==> config.mk <==
export PLATFORM = sky130hd
export DESIGN_NAME = data_mem_arbiter
export DESIGN_NICKNAME = d
export VERILOG_FILES = /design/src/rtl/data_mem_arbiter.sv
export SDC_FILE = /design/constraint.sdc
export NUM_CORES = 1
export LEC_CHECK = 0
export ABC_AREA = 1
export CORE_AREA = 2 2 119 121
export DETAILED_ROUTE_END_ITERATION = 8
export DIE_AREA = 0 0 121 123
export GPL_ROUTABILITY_DRIVEN = 1
export HOLD_SLACK_MARGIN = 0.12
export PLACE_DENSITY = 0.67
export SLEW_MARGIN = 40
export SYNTH_ARGS = -nofsm -noshare
export SYNTH_HDL_FRONTEND = slang
export SYNTH_SLANG_ARGS = --single-unit
==> constraint.sdc <==
create_clock -name Clk -period 1.76 [get_ports Clk]
set_input_delay 0.44 -clock Clk [delete_from_list [all_inputs] [get_ports Clk]]
set_output_delay 0.44 -clock Clk [all_outputs]
set_load 0.05 [all_outputs]
==> src/rtl/data_mem_arbiter.sv <==
// -----------------------------------------------------------------------------
// data_mem_arbiter
//
// Purpose:
//   Shares the single-port data memory between the pipeline MEM stage (CPU) and
//   a debug/loader port (DBG). The CPU owns the memory by default. A pending
//   DBG request gets a one-cycle word-access slot either when the CPU is idle
//   or once it has been starved for MAX_WAIT cycles. When the slot collides
//   with a CPU access, the pipeline is stalled and the CPU access retries in
//   the following cycle.
//
// Parameters:
//   MAX_WAIT  cycles a pending DBG request may be starved (0 = DBG always wins)
//
// Optional feature (macro DMEM_ARB_STATS_EN):
//   Adds output Stat_ConflictCount[15:0], counting DBG-slot cycles in which
//   the CPU also wanted the memory. Saturates at 16'hFFFF and clears on reset.
//   With the macro undefined the port and its counter are absent.
//
// Ports:
//   Clk, Reset_n          clock, synchronous active-low reset
//   Cpu_*  (in)           EX/MEM request: address, store data, read/write,
//                         halfword/byte size controls
//   Cpu_ReadData (out)    combinational pass-through of Mem_ReadData
//   Cpu_Stall (out)       hold EX/MEM and earlier stages this cycle
//   Dbg_Req/Write/Address/WriteData (in)  debug word request, held until ack
//   Dbg_Ack (out)         one-cycle completion pulse
//   Dbg_ReadData (out)    registered read data, held until the next ack
//   Mem_* (out)           request to DataMemory
//   Mem_ReadData (in)     combinational read data from DataMemory
// -----------------------------------------------------------------------------
module data_mem_arbiter #(
   parameter int MAX_WAIT = 4
) (
   input  logic        Clk,
   input  logic        Reset_n,
   input  logic [31:0] Cpu_Address,
   input  logic [31:0] Cpu_WriteData,
   input  logic        Cpu_MemWrite,
   input  logic        Cpu_MemRead,
   input  logic        Cpu_HalfControl,
   input  logic        Cpu_ByteControl,
   output logic [31:0] Cpu_ReadData,
   output logic        Cpu_Stall,
   input  logic        Dbg_Req,
   input  logic        Dbg_Write,
   input  logic [31:0] Dbg_Address,
   input  logic [31:0] Dbg_WriteData,
   output logic        Dbg_Ack,
   output logic [31:0] Dbg_ReadData,
   output logic [31:0] Mem_Address,
   output logic [31:0] Mem_WriteData,
   output logic        Mem_MemWrite,
   output logic        Mem_MemRead,
   output logic        Mem_HalfControl,
   output logic        Mem_ByteControl,
   input  logic [31:0] Mem_ReadData
`ifdef DMEM_ARB_STATS_EN
   ,
   output logic [15:0] Stat_ConflictCount
`endif
);

   // A zero-width counter is illegal, so MAX_WAIT=0 still gets one bit; the
   // compare against WAIT_MAX is then always true and the counter never moves.
   localparam int              WCW      = (MAX_WAIT > 0) ? $clog2(MAX_WAIT + 1) : 1;
   localparam logic [WCW-1:0]  WAIT_MAX = WCW'(MAX_WAIT);

   typedef enum logic [1:0] {
      S_CPU = 2'd0,
      S_DBG = 2'd1,
      S_ACK = 2'd2
   } state_t;

   state_t          state_q, state_d;
   logic [WCW-1:0]  wait_cnt_q, wait_cnt_d;
   logic            dbg_ack_q, dbg_ack_d;
   logic [31:0]     dbg_rdata_q, dbg_rdata_d;

   logic            cpu_acc;
   logic            grant_dbg;

   assign cpu_acc   = Cpu_MemRead | Cpu_MemWrite;
   // Only evaluated in the CPU state: DBG goes in when the CPU leaves a hole
   // or when the request has been starved long enough.
   assign grant_dbg = Dbg_Req & (~cpu_acc | (wait_cnt_q == WAIT_MAX));

   // ---------------------------------------------------------------- state reg
   always_ff @(posedge Clk) begin
      if (!Reset_n) begin
         state_q     <= S_CPU;
         wait_cnt_q  <= '0;
         dbg_ack_q   <= 1'b0;
         dbg_rdata_q <= '0;
      end else begin
         state_q     <= state_d;
         wait_cnt_q  <= wait_cnt_d;
         dbg_ack_q   <= dbg_ack_d;
         dbg_rdata_q <= dbg_rdata_d;
      end
   end

   // ---------------------------------------------------------- next-state comb
   always_comb begin
      state_d = state_q;
      case (state_q)
         S_CPU:   state_d = grant_dbg ? S_DBG : S_CPU;
         S_DBG:   state_d = S_ACK;
         // Dbg_Req is ignored here; the requester drops it on seeing the ack.
         S_ACK:   state_d = S_CPU;
         default: state_d = S_CPU;
      endcase
   end

   // ------------------------------------------------- wait counter / DBG data
   always_comb begin
      wait_cnt_d  = wait_cnt_q;
      dbg_ack_d   = (state_q == S_DBG);
      dbg_rdata_d = dbg_rdata_q;

      if (state_q == S_CPU) begin
         // Cleared both when the slot is granted and when the request is
         // withdrawn, so a new request always starts a fresh wait window.
         if (!Dbg_Req || grant_dbg) begin
            wait_cnt_d = '0;
         end else if (wait_cnt_q != WAIT_MAX) begin
            wait_cnt_d = wait_cnt_q + WCW'(1);
         end
      end

      // Writes leave the captured read data untouched.
      if (state_q == S_DBG && !Dbg_Write) begin
         dbg_rdata_d = Mem_ReadData;
      end
   end

   // -------------------------------------------------------------- output comb
   always_comb begin
      Mem_Address     = Cpu_Address;
      Mem_WriteData   = Cpu_WriteData;
      Mem_MemWrite    = Cpu_MemWrite;
      Mem_MemRead     = Cpu_MemRead;
      Mem_HalfControl = Cpu_HalfControl;
      Mem_ByteControl = Cpu_ByteControl;
      Cpu_Stall       = 1'b0;

      if (state_q == S_DBG) begin
         // Debug accesses are always aligned full words.
         Mem_Address     = {Dbg_Address[31:2], 2'b00};
         Mem_WriteData   = Dbg_WriteData;
         Mem_MemWrite    = Dbg_Write;
         Mem_MemRead     = ~Dbg_Write;
         Mem_HalfControl = 1'b0;
         Mem_ByteControl = 1'b0;
         Cpu_Stall       = cpu_acc;
      end

      // Strobes are gated while reset is held so an aborted DBG slot (or a
      // stray CPU store) never reaches the memory.
      if (!Reset_n) begin
         Mem_MemWrite = 1'b0;
         Mem_MemRead  = 1'b0;
         Cpu_Stall    = 1'b0;
      end
   end

   assign Cpu_ReadData = Mem_ReadData;
   assign Dbg_Ack      = dbg_ack_q;
   assign Dbg_ReadData = dbg_rdata_q;

`ifdef DMEM_ARB_STATS_EN
   // ------------------------------------------------------ conflict statistics
   logic [15:0] conflict_cnt_q, conflict_cnt_d;

   always_comb begin
      conflict_cnt_d = conflict_cnt_q;
      if (state_q == S_DBG && cpu_acc && conflict_cnt_q != 16'hFFFF) begin
         conflict_cnt_d = conflict_cnt_q + 16'd1;
      end
   end

   always_ff @(posedge Clk) begin
      if (!Reset_n) begin
         conflict_cnt_q <= '0;
      end else begin
         conflict_cnt_q <= conflict_cnt_d;
      end
   end

   assign Stat_ConflictCount = conflict_cnt_q;
`endif

endmodule

==> results_dict.tcl <==
set metrics [dict create \
    cp_max_fo 9 \
    drt-initial-drc-count 147 \
    status "finished, violations left" \
    yosys_warnings 0 \
    via_per_inst 4.209 \
    place_congestion 0.7845 \
    hold_buffers 0 \
    seq_power_share 0.233 \
    hp-class "flip-flop to flip-flop" \
    place_inst 862 \
    wirelength_um 14510 \
    die-height_um 123 \
    setup_viol 69 \
    crit_required_ns 1.32 \
    numCtsBuffers 5 \
    ios 302 \
    ys_seq_area_frac 0.2842 \
    failed_checks "setup timing" \
    powerDensity_nw_per_um2 533.7 \
    grt_pass1_wl_um 20270 \
    hpwl_um 10590 \
    max_freq_mhz 519.6 \
    coreArea_um2 13610 \
    rows 43 \
    drc 0 \
    critPathKind "flip-flop to output pin" \
    crit_family "buffers and inverters" \
    power_switching_mw 1.324 \
    wire_per_inst_um 16.42 \
    final_util 0.5075 \
    grt_overflow 0 \
    cp.arrival_ns 1.48 \
    yosys_register_bits 37 \
    ys_types 21 \
    rsz0062_at_grt "true" \
    netlist_area_um2 2606 \
    antenna_found_initial 0 \
    clk_latency_ns 0.28 \
    area_growth_syn_to_layout_pct 165.1 \
    slew_violations 0 \
    layout.cells.non_filler 884 \
    numPortBuffers 299 \
    min_period_ns 1.924 \
    p_leak_nw 3.025 \
    nets 873 \
    dpl_cell_area_um2 5967 \
    cp-start-kind "flip-flop" \
    fin_hold_ws_ns 0.4589 \
    pre_cts_ws_ns -0.3458 \
    cts_tree "done" \
    finalClockSkew_ns 0.004147 \
    layout_common_cells "clkdlybuf4s50_1 (163), nand2_1 (144), nand2_2 (86)" \
    syn_nets 598 \
    dieArea_um2 14880 \
    clockBufferDepth 2 \
    initial_utilization 0.1915 \
    critical_path_buf_inv_count 5 \
    max_stage_delay_ns 0.32 \
    end_kind "output pin" \
    grt_pass1_vias 3587 \
    layout_commonest_cell "clkdlybuf4s50_1" \
    grt_start_max_net_pins 36 \
    cp_slowest_cell "dfxtp_2" \
    critPathMostFrequentCell "buf_12" \
    postSynthCellCount 428 \
    postSynthAreaPerCell_um2 6.089 \
    cts_num_sinks 37 \
    worst_slack_ns -0.1644 \
    path_cells "inv_2, nor2_4, buf_6, inv_8, buf_12, nand2_1, a21oi_4, buf_12" \
    tns_ns -7.793 \
    worst_pin_slew_ns 0.3553 \
    antenna_left 0 \
    p_sw_frac 0.3592 \
    fin_total_pwr_mw 3.686 \
    grt_usage 0.1786 \
    p_int_mw 2.362 \
    cts-root-buf "clkbuf_16" \
    htreeDepth 2 \
    combPwrFrac 0.513 \
    drive_above_1_share 0.3892 \
    path_clk_slew_ns 0.06 \
    diodes 0 \
    die_width_um 121 \
    hold_viol_final 0 \
    cap_violations 0 \
    drtPass1Iterations 4 \
    finalCritPeriodShare 1.093 \
    vias 3721 \
    relSlewSlack 0.7623 \
    p_clk_frac 0.255 \
    finalInstanceArea_um2 6908 \
    vdd_drop_max_mv 0.3906 \
]
==> worst paths after layout <==
kind / start / end / slack (ns) / depth (start not counted)
worst min-delay path: Dbg_ReadData[7] / Dbg_ReadData[7] / 0.46 / 2
worst min register to register: Dbg_ReadData[7] / Dbg_ReadData[7] / 0.46 / 2
worst max register to register: state_q[1] / Dbg_ReadData[26] / 0.27 / 8
worst max-delay path: state_q[0] / Mem_MemRead / -0.16 / 8
==> cells in the mapped netlist <==
| cell | count | area (um2) |
|---|---|---|
| a211oi_1 | 1 | 7.510 |
| a21oi_1 | 34 | 170.2 |
| a21oi_2 | 1 | 8.760 |
| and2_1 | 1 | 6.260 |
| buf_12 | 2 | 40.04 |
| buf_2 | 6 | 30.03 |
| buf_4 | 33 | 247.7 |
| buf_6 | 12 | 135.1 |
| clkbuf_1 | 6 | 22.52 |
| clkinv_1 | 1 | 3.750 |
| dfxtp_1 | 37 | 740.7 |
| ha_1 | 2 | 25.02 |
| inv_1 | 14 | 52.55 |
| inv_2 | 1 | 3.750 |
| nand2_1 | 232 | 870.8 |
| nand2_8 | 1 | 20.02 |
| nand3_1 | 34 | 170.2 |
| nor2_1 | 7 | 26.28 |
| nor2_4 | 1 | 11.26 |
| o21ai_0 | 1 | 5.000 |
| xor2_1 | 1 | 8.760 |
==> sequential cells by signal (all words and copies together), names as in the netlist <==
signal and count:
Dbg_ReadData 32, wait_cnt_q 3, state_q 2
==> timing repair <==
item                                    CTS  global route
gates resized for setup                 117            35
setup buffers                             2             4
pin swaps                                 2             4
endpoints found under the setup margin   65            69
gates cloned                              4             4
==> power by group through the flow <==
stage	clock network, mW	logic (mW)	registers (mW)
detailed placement	0	1.68	0.876
finish	0.939	1.89	0.857
global placement	0	1.68	0.876
global route	0.993	1.96	0.859
floorplan	0	0.815	0.908
CTS	0.964	1.86	0.859
==> worst min-delay path, cell delays in order, from the launching register on <==
cell and delay [ns]:
dfxtp_1 0.31, nand2_1 0.06, a21oi_1 0.05
==> kinds of logic (layout without fill, tap and decap cells) <==
logic type / Yosys count / count (layout) / synth area share
adders and majority gates: 2 / 2 / 0.009600
and+or+nand+nor: 276 / 276 / 0.4239
AOI/OAI and AO/OA: 37 / 37 / 0.07345
xor gates and xnor gates: 1 / 1 / 0.003361
buffers and inverters: 75 / 351 / 0.2055
DFF: 37 / 37 / 0.2842
==> final cells by class <==
type / count / area [um2]
fillers: 1266 / 6704
repair buffers: 327 / 4094
multi-input cells: 316 / 1617
flip-flops and latches: 37 / 745.7
well taps: 180 / 225.2
clock buffers: 7 / 152.6
inverters: 16 / 68.82
clock inverters: 1 / 5.005
==> layer usage <==
metal / GRT usage / part of all wire / vias to the layer above
li1: - / - / 1848
met1: 0.2243 / 0.40 / 1645
met2: 0.2953 / 0.48 / 210
met3: 0.04935 / 0.094 / 18
met4: 0.05959 / 0.024 / 0
met5: 0 / 0 / -
No activity file was read; power rests on OpenSTA's default activity.
